--- src/rtl/fractal_sync_nport_node.sv ---
// Barrier-sync tree node: collects N_PORTS child arrivals per (id,lvl), forwards or wakes.
// Optional error reporting is built when FRACTAL_SYNC_ERR_EN is defined.
module fractal_sync_nport_node #(
    parameter int N_PORTS  = 2,
    parameter int LVL_W    = 4,
    parameter int ID_W     = 8,
    parameter int RF_DEPTH = 4,
    parameter int NODE_LVL = 1
) (
    input  logic                       clk_i,
    input  logic                       rst_i,
    input  logic [N_PORTS-1:0]         req_valid_i,
    output logic [N_PORTS-1:0]         req_ready_o,
    input  logic [N_PORTS*LVL_W-1:0]   req_lvl_i,
    input  logic [N_PORTS*ID_W-1:0]    req_id_i,
    output logic                       up_valid_o,
    input  logic                       up_ready_i,
    output logic [LVL_W-1:0]           up_lvl_o,
    output logic [ID_W-1:0]            up_id_o,
    input  logic                       down_valid_i,
    output logic                       down_ready_o,
    input  logic [ID_W-1:0]            down_id_i,
    output logic                       rsp_valid_o,
    input  logic [N_PORTS-1:0]         rsp_ready_i,
    output logic [ID_W-1:0]            rsp_id_o,
    output logic                       err_o,
    output logic [1:0]                 err_code_o
);

    localparam int PTR_W = (N_PORTS > 1) ? $clog2(N_PORTS) : 1;
    localparam int IDX_W = (RF_DEPTH > 1) ? $clog2(RF_DEPTH) : 1;
    localparam int CNT_W = $clog2(RF_DEPTH + 1);
    localparam logic [LVL_W-1:0] NODE_LVL_V = LVL_W'(NODE_LVL);

    typedef enum logic [2:0] {FREE, COLLECT, UP_PEND, WAIT_DOWN, WAKE_PEND} ent_state_t;

    ent_state_t           ent_state_reg [RF_DEPTH];
    logic [ID_W-1:0]      ent_id_reg    [RF_DEPTH];
    logic [LVL_W-1:0]     ent_lvl_reg   [RF_DEPTH];
    logic [N_PORTS-1:0]   ent_mask_reg  [RF_DEPTH];
    logic [PTR_W-1:0]     rr_ptr_reg;
    logic [IDX_W-1:0]     upq_reg [RF_DEPTH];
    logic [IDX_W-1:0]     upq_rd_reg, upq_wr_reg;
    logic [CNT_W-1:0]     upq_cnt_reg;

    logic                 gnt_found;
    logic [PTR_W-1:0]     gnt_idx;
    logic [ID_W-1:0]      gnt_id;
    logic [LVL_W-1:0]     gnt_lvl;
    logic [N_PORTS-1:0]   gnt_bit;
    logic [RF_DEPTH-1:0]  ent_hit, ent_free, ent_wake, ent_wait_hit;
    logic [IDX_W-1:0]     hit_idx, free_idx, wake_idx, down_idx, tgt_idx, up_head;
    logic                 any_hit, lvl_low, dup, can_accept, req_fire, alloc, ent_write, up_push;
    logic                 up_fire, down_fire, down_hit, rsp_fire;
    logic [N_PORTS-1:0]   new_mask;
    ent_state_t           nxt_state;

    function automatic logic [IDX_W-1:0] idx_inc(input logic [IDX_W-1:0] v);
        return (v == IDX_W'(RF_DEPTH - 1)) ? '0 : v + IDX_W'(1);
    endfunction

    // Round-robin: first valid port at or after the pointer, wrapping.
    always_comb begin
        gnt_found = 1'b0;
        gnt_idx   = '0;
        for (int k = 0; k < N_PORTS; k++) begin
            int p;
            p = int'(rr_ptr_reg) + k;
            if (p >= N_PORTS) p = p - N_PORTS;
            if (!gnt_found && req_valid_i[p]) begin
                gnt_found = 1'b1;
                gnt_idx   = PTR_W'(p);
            end
        end
    end

    assign gnt_id  = req_id_i[gnt_idx*ID_W +: ID_W];
    assign gnt_lvl = req_lvl_i[gnt_idx*LVL_W +: LVL_W];
    assign gnt_bit = {{(N_PORTS-1){1'b0}}, 1'b1} << gnt_idx;

    for (genvar gi = 0; gi < RF_DEPTH; gi++) begin : g_ent
        assign ent_hit[gi]      = (ent_state_reg[gi] != FREE) && (ent_id_reg[gi] == gnt_id)
                                  && (ent_lvl_reg[gi] == gnt_lvl);
        assign ent_free[gi]     = (ent_state_reg[gi] == FREE);
        assign ent_wake[gi]     = (ent_state_reg[gi] == WAKE_PEND);
        assign ent_wait_hit[gi] = (ent_state_reg[gi] == WAIT_DOWN) && (ent_id_reg[gi] == down_id_i);
    end

    // Descending scan leaves the lowest matching index in each encoder.
    always_comb begin
        hit_idx  = '0;
        free_idx = '0;
        wake_idx = '0;
        down_idx = '0;
        for (int e = RF_DEPTH - 1; e >= 0; e--) begin
            if (ent_hit[e])      hit_idx  = IDX_W'(e);
            if (ent_free[e])     free_idx = IDX_W'(e);
            if (ent_wake[e])     wake_idx = IDX_W'(e);
            if (ent_wait_hit[e]) down_idx = IDX_W'(e);
        end
    end

    assign any_hit    = |ent_hit;
    assign lvl_low    = (gnt_lvl < NODE_LVL_V);
    assign dup        = any_hit && |(ent_mask_reg[hit_idx] & gnt_bit);
    assign can_accept = gnt_found && (lvl_low || any_hit || |ent_free);
    assign req_fire   = can_accept && !rst_i;
    assign alloc      = !any_hit;
    assign ent_write  = req_fire && !lvl_low && !dup;
    assign tgt_idx    = any_hit ? hit_idx : free_idx;
    assign new_mask   = (alloc ? '0 : ent_mask_reg[tgt_idx]) | gnt_bit;

    always_comb begin
        nxt_state = COLLECT;
        if (&new_mask) nxt_state = (gnt_lvl == NODE_LVL_V) ? WAKE_PEND : UP_PEND;
    end

    for (genvar gi = 0; gi < N_PORTS; gi++) begin : g_rdy
        assign req_ready_o[gi] = req_fire && (gnt_idx == PTR_W'(gi));
    end

    assign up_push      = ent_write && (nxt_state == UP_PEND);
    assign up_head      = upq_reg[upq_rd_reg];
    assign up_valid_o   = (upq_cnt_reg != '0);
    assign up_id_o      = up_valid_o ? ent_id_reg[up_head] : '0;
    assign up_lvl_o     = up_valid_o ? ent_lvl_reg[up_head] : '0;
    assign up_fire      = up_valid_o && up_ready_i;

    assign rsp_valid_o  = |ent_wake;
    assign rsp_id_o     = rsp_valid_o ? ent_id_reg[wake_idx] : '0;
    assign rsp_fire     = rsp_valid_o && (&rsp_ready_i);

    assign down_ready_o = !rst_i && !rsp_valid_o;
    assign down_fire    = down_valid_i && down_ready_o;
    assign down_hit     = |ent_wait_hit;

    always_ff @(posedge clk_i or posedge rst_i) begin
        if (rst_i) begin
            for (int e = 0; e < RF_DEPTH; e++) begin
                ent_state_reg[e] <= FREE;
                ent_id_reg[e]    <= '0;
                ent_lvl_reg[e]   <= '0;
                ent_mask_reg[e]  <= '0;
                upq_reg[e]       <= '0;
            end
            rr_ptr_reg  <= '0;
            upq_rd_reg  <= '0;
            upq_wr_reg  <= '0;
            upq_cnt_reg <= '0;
        end else begin
            if (req_fire)
                rr_ptr_reg <= (gnt_idx == PTR_W'(N_PORTS - 1)) ? '0 : gnt_idx + PTR_W'(1);
            if (ent_write) begin
                ent_state_reg[tgt_idx] <= nxt_state;
                ent_mask_reg[tgt_idx]  <= new_mask;
                if (alloc) begin
                    ent_id_reg[tgt_idx]  <= gnt_id;
                    ent_lvl_reg[tgt_idx] <= gnt_lvl;
                end
            end
            // Forward queue keeps UP_PEND entries in arrival order.
            if (up_push) begin
                upq_reg[upq_wr_reg] <= tgt_idx;
                upq_wr_reg          <= idx_inc(upq_wr_reg);
            end
            if (up_fire) begin
                ent_state_reg[up_head] <= WAIT_DOWN;
                upq_rd_reg             <= idx_inc(upq_rd_reg);
            end
            if (up_push && !up_fire)      upq_cnt_reg <= upq_cnt_reg + CNT_W'(1);
            else if (!up_push && up_fire) upq_cnt_reg <= upq_cnt_reg - CNT_W'(1);
            if (down_fire && down_hit) ent_state_reg[down_idx] <= WAKE_PEND;
            if (rsp_fire) begin
                ent_state_reg[wake_idx] <= FREE;
                ent_mask_reg[wake_idx]  <= '0;
            end
        end
    end

`ifdef FRACTAL_SYNC_ERR_EN
    logic       err_reg;
    logic [1:0] err_code_reg;

    always_ff @(posedge clk_i or posedge rst_i) begin
        if (rst_i) begin
            err_reg      <= 1'b0;
            err_code_reg <= 2'd0;
        end else if (!err_reg) begin
            if (req_fire && lvl_low) begin
                err_reg      <= 1'b1;
                err_code_reg <= 2'd1;
            end else if (req_fire && dup) begin
                err_reg      <= 1'b1;
                err_code_reg <= 2'd2;
            end else if (down_fire && !down_hit) begin
                err_reg      <= 1'b1;
                err_code_reg <= 2'd3;
            end
        end
    end

    assign err_o      = err_reg;
    assign err_code_o = err_code_reg;
`else
    assign err_o      = 1'b0;
    assign err_code_o = 2'd0;
`endif

endmodule

--- config.mk ---
export PLATFORM = sky130hd
export DESIGN_NAME = fractal_sync_nport_node
export DESIGN_NICKNAME = d
export VERILOG_FILES = /design/src/rtl/fractal_sync_nport_node.sv
export SDC_FILE = /design/constraint.sdc
export NUM_CORES = 1
export LEC_CHECK = 0
export CAP_MARGIN = 40
export CORE_MARGIN = 2
export CORE_UTILIZATION = 42
export CTS_BUF_LIST = sky130_fd_sc_hd__clkbuf_8
export DETAILED_ROUTE_END_ITERATION = 12
export SLEW_MARGIN = 0
export SYNTH_ARGS = -nofsm -noshare
export SYNTH_HDL_FRONTEND = slang
export SYNTH_SLANG_ARGS = --single-unit
--- constraint.sdc ---
create_clock -name clk_i -period 8.3 [get_ports clk_i]
set_clock_uncertainty 0.15 [all_clocks]
set_input_delay 1.66 -clock clk_i [delete_from_list [all_inputs] [get_ports clk_i]]
set_output_delay 1.66 -clock clk_i [all_outputs]
set_load 0.02 [all_outputs]
==> out/results.md, run 1 <==
| Step | Parameter | Reported |
|---|---|---|
| floorplanning | Height of the chip | 132.9 µm |
| floorplanning | IO Count | 68 |
| timing | Unrepaired setup endpoints after global routing | no |
| setup path | Required @ worst endpoint | 6.49 ns |
| timing | Max-slew violation count | 0 |
| power and ir drop | VDD IR-drop max | 0.1540 mV |
| yosys | Cell variety after synth | 88 |
| route | Violation count after the first detailed-routing iteration | 611 |
| yosys | Most frequent cell after synthesis | dfrtp_1 |
| flow run | Max_cap viols | 0 |
| timing | Transition time at the pin with the least slew margin | 0.8793 ns |
| setup path | Arrival time reported for the critical path endpoint | 5.49 ns |
| placement | Input/output buffers | 64 |
| placement | Worst slack at placement | 1.078 ns |
| route | Number of design rule violations left after detail routing | 0 |
| clock tree | Number of instances resized during post-cts repair | 0 |
| worst hold path | Path category of the worst min-delay check | register to register |
| clock tree | Number of buffers on the longest clock path | 2 |
| yosys | Post-synthesis cell type with the largest combined area | dfrtp_1 |
| clock tree | Latest clock arrival within the worst-skew pair | 0.39 ns |
| clock tree | Hold Buf Count CTS | 0 |
| yosys | Combined area of all synthesized cells | 6973 µm² |
| setup path | Category of the worst setup path capture point | output pin |
| timing | Final-report setup violation count | 0 |
| yosys | Commonest cells in the synthesized netlist | 84 x dfrtp_1, 71 x nand2_1, 60 x nor2_1 |
| grt | Wire length of the first global-routing pass | 41480 µm |
| setup path | Classification of the worst setup path | primary input to output pin |
| clock tree | Post-CTS Setup Inserts | 0 |
| yosys | Ys async rst share | 1.000 |
| cells and area | Max reg flops | 32 |
| grt | Total congestion overflow | 0 |
| setup path | Crit start category | primary input |
| timing | Number of endpoints with negative hold slack in the final report | 0 |
| yosys | Leading register cell type out of synthesis | dfrtp_1 |
| placement | HPWL Detailed | 21890 µm |
| yosys | Sequential-to-total area share from yosys stat | 0.3015 |
| timing | Minimum clock period after layout | 7.301 ns |
| timing | Period utilisation layout | 0.8796 |
| yosys | Number of instances in the synthesized netlist | 825 |
| yosys | Synth warn | 0 |
| route | Drt first pass iters | 6 |
| timing | Slew HR | 0.4138 |
| cells and area | Final non-filler cell area | 8031 µm² |
| cells and area | Storage cell area | 2102 µm² |
| cells and area | Number of nets at the end of the flow | 910 |
| setup path | Critical path cell sequence | clkdlybuf4s50_1 > buf_4 > inv_2 > o21ai_1 > and2_0 > a222oi_1 > and4_1 > nor4_1 > and2_1 > nand2_1 > nand2_1 > nor3_1 > clkdlybuf4s50_1 |
| yosys | Flip-flop and latch count after synthesis | 84 |
| cells and area | Layout cell share with drive strength beyond 1 | 0.09447 |
| yosys | Synthesized area divided by synthesized cell count | 8.452 µm² |
| yosys | Synth area leaders | dfrtp_1 30%, xor2_1 4.9%, mux4_2 4.5%, xnor2_1 3.9%, o21ai_0 3.9% |
| clock tree | TritonCTS clock tree | done |
| floorplanning | Area of the placeable core | 16410 µm² |
| clock tree | Clock edge transition at the registers on the reported setup and hold paths | 0.11 ns |
| placement | Cell Count Post-Placement | 1072 |
| status | Result of the run | finished, final reports clean |
| clock tree | Num Clock Sinks | 84 |
| grt | Via count of the first global-routing pass | 6695 |
| floorplanning | Die footprint | 17650 µm² |
| floorplanning | # rows | 47 |
| route | Via count | 6930 |
| timing | Setup TNS | 0 ns |
| yosys | Number of enable-type register cells in the synthesized netlist | 0 |
| power and ir drop | LEAKAGE | 0.003177 µW |
| setup path | Worst-path maximum fanout | 16 |
| floorplanning | Starting density of the core | 0.4250 |
| setup path | Reg2Reg Setup Slack | 3.26 ns |
| route | Final ANT Viol Nets | 0 |
| grt | GR Util All Layers | 0.3162 |
| route | Wire length per cell | 25.30 µm |
| cells and area | Final Instance Count excl. Fillers | 1091 |
| power and ir drop | Power density of the placed cells | 306.8 nW/µm² |
| floorplanning | Overall die width | 132.9 µm |
| route | Vias/cell | 6.352 |
| route | Total length of routed wires | 27610 µm |
| timing | Highest achievable clock rate | 137.0 MHz |
| cells and area | Area delta synth->final | 15.18% |
| grt | Maximum number of pins on one net before global-route repair | 61 |
| setup path | Master of the slowest instance on the critical path | nor4_1 |
| setup path | Largest stage delay on the critical path | 0.61 ns |
| placement | Final weighted congestion in routability-driven placement | 1.016 |
| cells and area | FILL cells | 1570 |
| clock tree | Clock root buffer master | clkbuf_8 |
| clock tree | Number of buffers inserted during clock tree synthesis | 9 |
| cells and area | Multi-input gate area | 4487 µm² |
| yosys | Area share of the leading cell type in the synthesized netlist | 0.3015 |
| grt | Initial antenna violation count | 0 |
| placement | Placed instance area | 7795 µm² |
| timing | Worst hold margin | 0.3237 ns |
| timing | Setup slack of the critical path after layout | 0.9990 ns |
| clock tree | # H-tree levels | 3 |
power by group:
| group | internal [µW] | total, µW | switching [µW] | leakage, µW |
|---|---|---|---|---|
| logic | 542 | 1240 | 694 | 0.00205 |
| clock network | 174 | 351 | 176 | 0.000112 |
| registers | 560 | 878 | 317 | 0.00102 |
| total | 1280 | 2460 | 1190 | 0.00318 |
cell families after synthesis:
group | synth area share
buf+inv | 0.05616
compound gates | 0.2033
mux | 0.08469
other cells | 0.0005378
fa+ha+maj | 0.01364
simple gates | 0.2523
xor+xnor | 0.08792
flops | 0.3015
layout make-up:
cell class	count	share of cell area
multi-input cells	654	0.5587
flip-flops and latches	84	0.2617
repair buffers	77	0.09846
well taps	220	0.03427
inverters	37	0.01745
clock buffers	9	0.01542
clock inverters	7	0.01309
diodes	3	0.0009347
through the flow:
stage | power, µW | utilization
global placement | 2067 | 0.4687
finish | 2464 | 0.4895
detailed placement | 2090 | 0.4751
CTS | 2449 | 0.4891
floorplan | 1597 | -
global route | 2603 | 0.4891
cells in the final DEF (no fill, tap or decap), drive strengths merged, types with 17 or more instances in the layout:
cell type      Yosys  final
nand2b            18     18
nand2             74     74
xnor2             31     31
xor2              39     39
nor2              61     61
nor4              17     17
and2              33     33
a21oi             45     45
nand3             37     37
clkdlybuf4s50      0     64
o21ai             65     65
dfrtp             84     84
inv               37     39
mux2i             17     17
nor3              22     22
critical path: cells and delay by family:
kind            cells  cell delay [ns]
compound gates      2             0.49
simple gates        7             1.93
buf+inv             4             1.40
layer usage:
layer  global-route usage  routed length [µm]
met1               0.4271               11690
met2               0.4928               12530
met3              0.05057                2046
met4               0.1583                1345
met5                    0                   0
worst paths after layout:
kind	from	to	depth (start not counted)
min in group asynchronous	rst_i	ent_mask_reg[7]	2
hold / removal	upq_cnt_reg[2]	upq_cnt_reg[2]	1
hold reg to reg	upq_cnt_reg[2]	upq_cnt_reg[2]	1
setup / recovery	req_valid_i[1]	req_ready_o[0]	13
setup reg to reg	rr_ptr_reg	upq_cnt_reg[2]	15
max in group asynchronous	rst_i	ent_id_reg[6]	3
No activity file was read; power rests on OpenSTA's default activity.
==> inputs of run 2 (changes only) <==
Settings changed: ABC_AREA set to 1, SLEW_MARGIN 0 to 20.
==> run 2 against run 1 <==
  * Clock power down 16%
  * Combinational power grew 27%
  * Via count increased by 5.5%
  * First-iteration DRC count rose by 29%
  * Critical path depth grew 4
  * Critical endpoint is now req_ready_o[1]
  * Highest routed layer unchanged
==> out/results.md, run 2 <==
| Step | Parameter | Reported | vs previous |
|---|---|---|---|
| grt | Via count of the first global-routing pass | 6565 | -1.9% |
| setup path | Largest stage delay on the critical path | 0.64 ns | +0.03 ns |
| placement | Final weighted congestion in routability-driven placement | 0.9568 | -5.8% |
| setup path | Arrival time reported for the critical path endpoint | 5.02 ns | -0.47 ns |
| route | Wire length per cell | 17.52 µm | -31% |
| floorplanning | # rows | 46 | -2.1% |
| floorplanning | IO Count | 68 | unchanged |
| setup path | Required @ worst endpoint | 6.49 ns | about the same |
| power and ir drop | VDD IR-drop max | 0.2810 mV | +82% |
| yosys | Synthesized area divided by synthesized cell count | 6.310 µm² | -25% |
| clock tree | Post-CTS Setup Inserts | 0 | unchanged |
| route | Vias/cell | 5.417 | -15% |
| clock tree | TritonCTS clock tree | done |  |
| clock tree | Number of instances resized during post-cts repair | 0 | unchanged |
| cells and area | Final non-filler cell area | 7802 µm² | -2.9% |
| cells and area | Area delta synth->final | 15.78% |  |
| setup path | Category of the worst setup path capture point | output pin |  |
| yosys | Combined area of all synthesized cells | 6739 µm² | -3.4% |
| floorplanning | Starting density of the core | 0.4273 | +0.002327 |
| yosys | Number of instances in the synthesized netlist | 1068 | +29% |
| grt | Wire length of the first global-routing pass | 36490 µm | -12% |
| clock tree | Clock root buffer master | clkbuf_8 |  |
| setup path | Reg2Reg Setup Slack | 3.69 ns | +0.43 ns |
| yosys | Number of enable-type register cells in the synthesized netlist | 0 | unchanged |
| grt | Maximum number of pins on one net before global-route repair | 39 | -36% |
| yosys | Flip-flop and latch count after synthesis | 84 | unchanged |
| cells and area | Most used cells in the layout excluding fill and tap cells | 321 x nand2_1, 158 x inv_1, 128 x nand3_1 |  |
| route | Number of design rule violations left after detail routing | 0 | unchanged |
| route | Violation count after the first detailed-routing iteration | 791 | +29% |
| setup path | Crit start category | primary input |  |
| setup path | Classification of the worst setup path | primary input to output pin |  |
| timing | Transition time at the pin with the least slew margin | 0.7925 ns | -0.08680 ns |
| setup path | Reg2reg end | upq_cnt_reg[2] |  |
| power and ir drop | LEAKAGE | 0.003959 µW | +25% |
| placement | Input/output buffers | 64 | unchanged |
| worst hold path | Launch instance of the worst min-delay path | upq_cnt_reg[2] |  |
| timing | Setup TNS | 0 ns | unchanged |
| yosys | Ys async rst share | 1.000 | unchanged |
| cells and area | Number of nets at the end of the flow | 1176 | +29% |
| floorplanning | Area of the placeable core | 15770 µm² | -3.9% |
| worst hold path | Worst min-delay path endpoint | upq_cnt_reg[2] |  |
| flow run | Max_cap viols | 0 | unchanged |
| yosys | Synth area leaders | dfrtp_1 31%, nand2_1 18%, nand3_1 9.5%, inv_1 8.7%, o21ai_0 5.2% |  |
| cells and area | Most common cell after layout, fill and taps aside | nand2_1 |  |
| grt | Initial antenna violation count | 0 | unchanged |
| clock tree | Latest clock arrival within the worst-skew pair | 0.38 ns | about the same |
| setup path | Critical path cell sequence | clkdlybuf4s50_1 > nand2_4 > nand2_4 > nand2_1 > nand2_2 > nand2_1 > nand2_1 > nor2_1 > nand2_1 > nor2_1 > nand2_2 > nand2_2 > nor2_1 > nand2_1 > o211ai_1 > nor2_1 > clkdlybuf4s50_1 |  |
| clock tree | Number of buffers inserted during clock tree synthesis | 9 | unchanged |
| worst hold path | Instance count along the most critical hold path | 1 | unchanged |
| timing | Unrepaired setup endpoints after global routing | no |  |
| setup path | Register-to-Register Path Depth | 28 | +13 |
| floorplanning | Height of the chip | 130.7 µm | -1.6% |
| grt | GR Util All Layers | 0.2839 | -0.03231 |
| yosys | Most frequent cell after synthesis | nand2_1 |  |
| floorplanning | Overall die width | 130.7 µm | -1.6% |
| yosys | Synth warn | 0 | unchanged |
| timing | Period utilisation layout | 0.8228 | -0.05679 |
| timing | Final-report setup violation count | 0 | unchanged |
| status | Result of the run | finished, final reports clean |  |
| placement | Placed instance area | 7612 µm² | -2.3% |
| setup path | Start of the worst register-to-register path | rr_ptr_reg |  |
| placement | HPWL Detailed | 18310 µm | -16% |
| clock tree | # H-tree levels | 3 | unchanged |
| cells and area | Layout cell share with drive strength beyond 1 | 0.05031 | -0.04416 |
| yosys | Leading register cell type out of synthesis | dfrtp_1 |  |
| yosys | Area share of the leading cell type in the synthesized netlist | 0.3119 | +0.01047 |
| cells and area | Max reg flops | 32 | unchanged |
| timing | Max-slew violation count | 0 | unchanged |
| route | Total length of routed wires | 23630 µm | -14% |
| worst hold path | Path category of the worst min-delay check | register to register |  |
| clock tree | Number of buffers on the longest clock path | 2 | unchanged |
| setup path | Master of the slowest instance on the critical path | clkdlybuf4s50_1 |  |
| yosys | Commonest cells in the synthesized netlist | 321 x nand2_1, 157 x inv_1, 128 x nand3_1 |  |
| timing | Slew HR | 0.4704 | +0.05659 |
| setup path | Most common cell type on the critical path | nand2_1 |  |
| timing | Highest achievable clock rate | 146.4 MHz | +6.9% |
| timing | Minimum clock period after layout | 6.830 ns | -0.4714 ns |
| power and ir drop | Power density of the placed cells | 343.7 nW/µm² | +12% |
| route | Drt first pass iters | 5 | -1 |
| route | Via count | 7308 | +5.5% |
| yosys | Sequential-to-total area share from yosys stat | 0.3119 | +0.01047 |
| floorplanning | Die footprint | 17070 µm² | -3.3% |
| grt | Total congestion overflow | 0 | unchanged |
| cells and area | Antenna cell count | 0 | -3 |
| setup path | Worst-path maximum fanout | 28 | +12 |
| clock tree | Num Clock Sinks | 84 | unchanged |
| yosys | Cell variety after synth | 40 | -55% |
| yosys | Post-synthesis cell type with the largest combined area | dfrtp_1 |  |
| clock tree | Hold Buf Count CTS | 0 | unchanged |
| timing | Number of endpoints with negative hold slack in the final report | 0 | unchanged |
| clock tree | Clock edge transition at the registers on the reported setup and hold paths | 0.09 ns | -0.02 ns |
| route | Final ANT Viol Nets | 0 | unchanged |
| cells and area | Finished Core Util | 0.4948 | +0.005250 |
[run 2: cell count changes after synthesis, sizes merged, moves of 14 or more]
cell / before / now
nor2: 61 / 77
xnor2: 31 / 10
clkbuf: 35 / 13
o22ai: 3 / 18
inv: 37 / 157
and2: 33 / 0
mux2i: 17 / 0
xor2: 39 / 10
mux4: 14 / 0
nand2: 74 / 346
nand2b: 18 / 0
nand3: 37 / 128
[run 2: cell type report]
class                      count  area [µm²]
clock buffer                   9       123.9
timing repair buffer          76       770.7
multi-input combinational    801        3886
clock inverter                 6       58.81
tap                          216       270.3
inverter                     157       590.6
fill                        1688        7968
sequential                    84        2102
[run 2: metrics by stage]
stage | std cells | worst slack (ns) | power [µW] | hold slack (ns)
after floorplan | 1070 | 2.140 | 1782 | 0.2962
after global placement | 1326 | 1.583 | 2343 | 0.3238
after detailed placement | 1333 | 1.498 | 2356 | 0.3221
after CTS | 1348 | 1.493 | 2659 | 0.3412
after global routing | 1349 | 1.107 | 2887 | 0.3752
final | 1349 | 1.470 | 2682 | 0.3384
[run 2: cell families (layout without fill, tap and decap cells)]
| kind of cell | Yosys count | count (layout) | share of synthesized area |
|---|---|---|---|
| AND/OR/NAND/NOR | 619 | 619 | 0.4064 |
| XOR/XNOR | 20 | 20 | 0.02599 |
| other | 1 | 3 | 0.0005565 |
| multiplexers | 1 | 1 | 0.001671 |
| flip-flops | 84 | 84 | 0.3119 |
| adder cells (fa/ha/maj) | 7 | 7 | 0.01411 |
| AO/OA/AOI/OAI | 151 | 151 | 0.1268 |
| buffers and inverters | 185 | 248 | 0.1125 |
[run 2: how the worst max path moves through the flow]
stage	cells past startpoint	to	slack [ns]	startpoint
after detailed placement	17	req_ready_o[1]	1.50	req_valid_i[0]
after global placement	17	req_ready_o[1]	1.58	req_valid_i[0]
final	17	req_ready_o[1]	1.47	req_valid_i[0]
after CTS	17	req_ready_o[1]	1.49	req_valid_i[0]
after floorplan	3	req_ready_o[1]	2.14	rst_i
after global routing	16	req_ready_o[1]	1.11	req_valid_i[0]
[run 2: where the power goes]
group / switching [µW] / leakage, µW / internal, µW
Clock: 159 / 0.0000977 / 135
Sequential: 221 / 0.00104 / 590
Combinational: 997 / 0.00282 / 579
Total: 1380 / 0.00396 / 1300
[run 2: critical path: cells and delay by family]
kind                   cells  cell delay (ns)
AND/OR/NAND/NOR           14             2.07
buffers and inverters      2             1.12
AO/OA/AOI/OAI              1             0.16
[run 2: per-layer routing]
| layer | part of all wire | GRT usage | wire (µm) |
|---|---|---|---|
| met2 | 0.45 | 0.4452 | 10670 |
| met5 | 0 | 0 | 0 |
| met3 | 0.077 | 0.05334 | 1810 |
| met1 | 0.45 | 0.3960 | 10590 |
| met4 | 0.024 | 0.09387 | 564 |
==> inputs of run 3 (changes only) <==
Clock period 8.3 ns to 5.77 ns, I/O delays scaled along.
==> run 3 against run 2 <==
  * Flip-flop and latch count did not move
  * Setup slack got worse by 1.3 ns
  * Critical path depth fell by 1
  * Hold slack got worse by 0.0021 ns
  * Non-clock buffer count rose by 4
  * Clock power rose by 41%
  * Final cell count rose by 0.37%
  * Combinational power rose by 45%
  * Register-to-register slack got worse by 2.1 ns
  * Critical endpoint unchanged
==> out/results.md, run 3 (same netlist as run 2, synthesis figures left out) <==
| Step | Parameter | Reported | vs previous |
|---|---|---|---|
| grt | Maximum number of pins on one net before global-route repair | 61 | +56% |
| cells and area | Most common cell after layout, fill and taps aside | nand2_1 |  |
| cells and area | Number of nets at the end of the flow | 1180 | +0.34% |
| clock tree | Num Clock Sinks | 84 | unchanged |
| cells and area | Max reg flops | 32 | unchanged |
| clock tree | Number of buffers inserted during clock tree synthesis | 9 | unchanged |
| clock tree | TritonCTS clock tree | done |  |
| floorplanning | IO Count | 68 | unchanged |
| timing | Minimum clock period after layout | 5.566 ns |  |
| grt | Initial antenna violation count | 0 | unchanged |
| cells and area | Finished Core Util | 0.4952 | about the same |
| power and ir drop | LEAKAGE | 0.003971 µW | +0.30% |
| setup path | Reg2Reg Setup Slack | 1.56 ns | -2.13 ns |
| power and ir drop | VDD IR-drop max | 0.3892 mV | +39% |
| setup path | Master of the slowest instance on the critical path | clkdlybuf4s50_1 |  |
| setup path | Required @ worst endpoint | 4.47 ns | -2.02 ns |
| setup path | Delay-heaviest family, CP | simple AND/OR/NAND/NOR gates |  |
| cells and area | Most used cells in the layout excluding fill and tap cells | 321 x nand2_1, 156 x inv_1, 128 x nand3_1 |  |
| flow run | Max_cap viols | 0 | unchanged |
| worst hold path | Path category of the worst min-delay check | register to register |  |
| floorplanning | # rows | 46 | unchanged |
| clock tree | # H-tree levels | 3 | unchanged |
| route | Vias/cell | 5.374 | -0.79% |
| cells and area | Antenna cell count | 0 | unchanged |
| setup path | Buf/Inv on CP | 2 | unchanged |
| timing | Max-slew violation count | 0 | unchanged |
| placement | HPWL Detailed | 18130 µm | -0.96% |
| cells and area | Layout cell share with drive strength beyond 1 | 0.05800 | +0.007688 |
| floorplanning | Starting density of the core | 0.4273 | unchanged |
| timing | Setup TNS | 0 ns | unchanged |
| floorplanning | Area of the placeable core | 15770 µm² | unchanged |
| timing | Number of endpoints with negative hold slack in the final report | 0 | unchanged |
| route | Drt first pass iters | 5 | unchanged |
| floorplanning | Die footprint | 17070 µm² | unchanged |
| route | Number of design rule violations left after detail routing | 0 | unchanged |
| route | Wire length per cell | 17.86 µm | +1.9% |
| grt | GR Util All Layers | 0.2916 | +0.007675 |
| floorplanning | Overall die width | 130.7 µm | unchanged |
| clock tree | Latest clock arrival within the worst-skew pair | 0.38 ns | about the same |
| timing | Period utilisation layout | 0.9647 |  |
| timing | Unrepaired setup endpoints after global routing | yes |  |
| grt | Wire length of the first global-routing pass | 37320 µm | +2.3% |
| power and ir drop | Power density of the placed cells | 494.4 nW/µm² | +44% |
| timing | Slew HR | 0.4816 | +0.01126 |
| route | Total length of routed wires | 24180 µm | +2.3% |
| route | Via count | 7277 | -0.42% |
| timing | Final-report setup violation count | 0 | unchanged |
| setup path | Classification of the worst setup path | primary input to output pin |  |
| timing | Highest achievable clock rate | 179.7 MHz |  |
| setup path | Category of the worst setup path capture point | output pin |  |
| clock tree | Clock edge transition at the registers on the reported setup and hold paths | 0.10 ns | about the same |
| setup path | Largest stage delay on the critical path | 0.63 ns | about the same |
| floorplanning | Height of the chip | 130.7 µm | unchanged |
| clock tree | Number of buffers on the longest clock path | 2 | unchanged |
| setup path | Arrival time reported for the critical path endpoint | 4.26 ns | -0.76 ns |
| setup path | Critical path cell sequence | clkdlybuf4s50_1 > nand2_4 > nand2_4 > nand2_1 > nand2_1 > nand2_1 > nand2_1 > nand3_1 > nor2_1 > nand2_1 > nand2_1 > nor2_1 > nand2_1 > o211ai_1 > nor2_2 > clkdlybuf4s50_1 |  |
| status | Result of the run | finished, final reports clean |  |
| setup path | Worst-path maximum fanout | 24 | -14% |
| route | Final ANT Viol Nets | 0 | unchanged |
| setup path | Most common cell type on the critical path | nand2_1 |  |
| clock tree | Clock root buffer master | clkbuf_8 |  |
| placement | Input/output buffers | 64 | unchanged |
| cells and area | Area delta synth->final | 15.87% | about the same |
| clock tree | Post-CTS Setup Inserts | 0 | unchanged |
| timing | Transition time at the pin with the least slew margin | 0.7757 ns | -0.01684 ns |
| placement | Final weighted congestion in routability-driven placement | 0.9975 | +4.3% |
| grt | Via count of the first global-routing pass | 6663 | +1.5% |
| grt | Total congestion overflow | 0 | unchanged |
| setup path | Crit start category | primary input |  |
| route | Violation count after the first detailed-routing iteration | 725 | -8.3% |
| power and ir drop | Power, Total | 3860 µW | +44% |
## run 3: cell count changes in the layout (fill, tap and decap cells not counted), moves of 2 or more
cell,change
buf_8,-4
inv_1,-2
inv_6,+2
nor2_1,-2
buf_4,+8
nor2_2,+2
## run 3: final cells by class
type / count / area (µm²)
Sequential cell: 84 / 2102
Inverter: 157 / 590.6
Fill cell: 1691 / 7961
Timing Repair Buffer: 80 / 779.5
Multi-Input combinational cell: 801 / 3891
Clock inverter: 7 / 51.30
Clock buffer: 9 / 123.9
Tap cell: 216 / 270.3
## run 3: per-stage QoR
step | hold WS (ns) | cells | worst slack [ns] | instance area, µm²
3_5_place_dp | 0.3216 | 1336 | 0.1637 | 7597
4_1_cts | 0.3452 | 1352 | 0.1757 | 7772
2_1_floorplan | 0.2962 | 1070 | 0.4375 | 6746
3_3_place_gp | 0.3215 | 1335 | 0.2319 | 7590
6_report | 0.3363 | 1354 | 0.2037 | 7809
5_1_grt | 0.3564 | 1354 | -0.03768 | 7809
## run 3: final timing paths
path                           startpoint         endpoint  depth (start not counted)
setup / recovery           req_valid_i[0]   req_ready_o[1]                         16
hold / removal                 upq_reg[2]       upq_reg[2]                          2
setup reg to reg               rr_ptr_reg   upq_cnt_reg[1]                         25
hold reg to reg                upq_reg[2]       upq_reg[2]                          2
max in group asynchronous           rst_i   ent_id_reg[11]                          4
min in group asynchronous           rst_i  ent_mask_reg[3]                          2
## run 3: worst min-delay path: cells and delay by family, from the launching register on
kind	cells	cell delay, ns
flip-flops	1	0.35
AND/OR/NAND/NOR	2	0.11
## run 3: what timing repair did
item                                    CTS  global route
endpoints found under the setup margin    0             2
gates resized for setup                   0             2
hold endpoints to repair                  0             0
hold buffers                              0             0
## run 3: power by group
part / total (µW) / switching [µW] / internal [µW] / leakage, µW
sequential: 1160 / 312 / 848 / 0.00104
combinational: 2290 / 1450 / 840 / 0.00284
clock: 415 / 257 / 159 / 0.0000860
## run 3: routing by layer
layer | vias up | track usage | part of all wire
li1 | 3601 | - | -
met2 | 307 | 0.4586 | 0.45
met5 | - | 0 | 0
met1 | 3331 | 0.4187 | 0.47
met4 | 0 | 0.09700 | 0.024
met3 | 38 | 0.03379 | 0.061
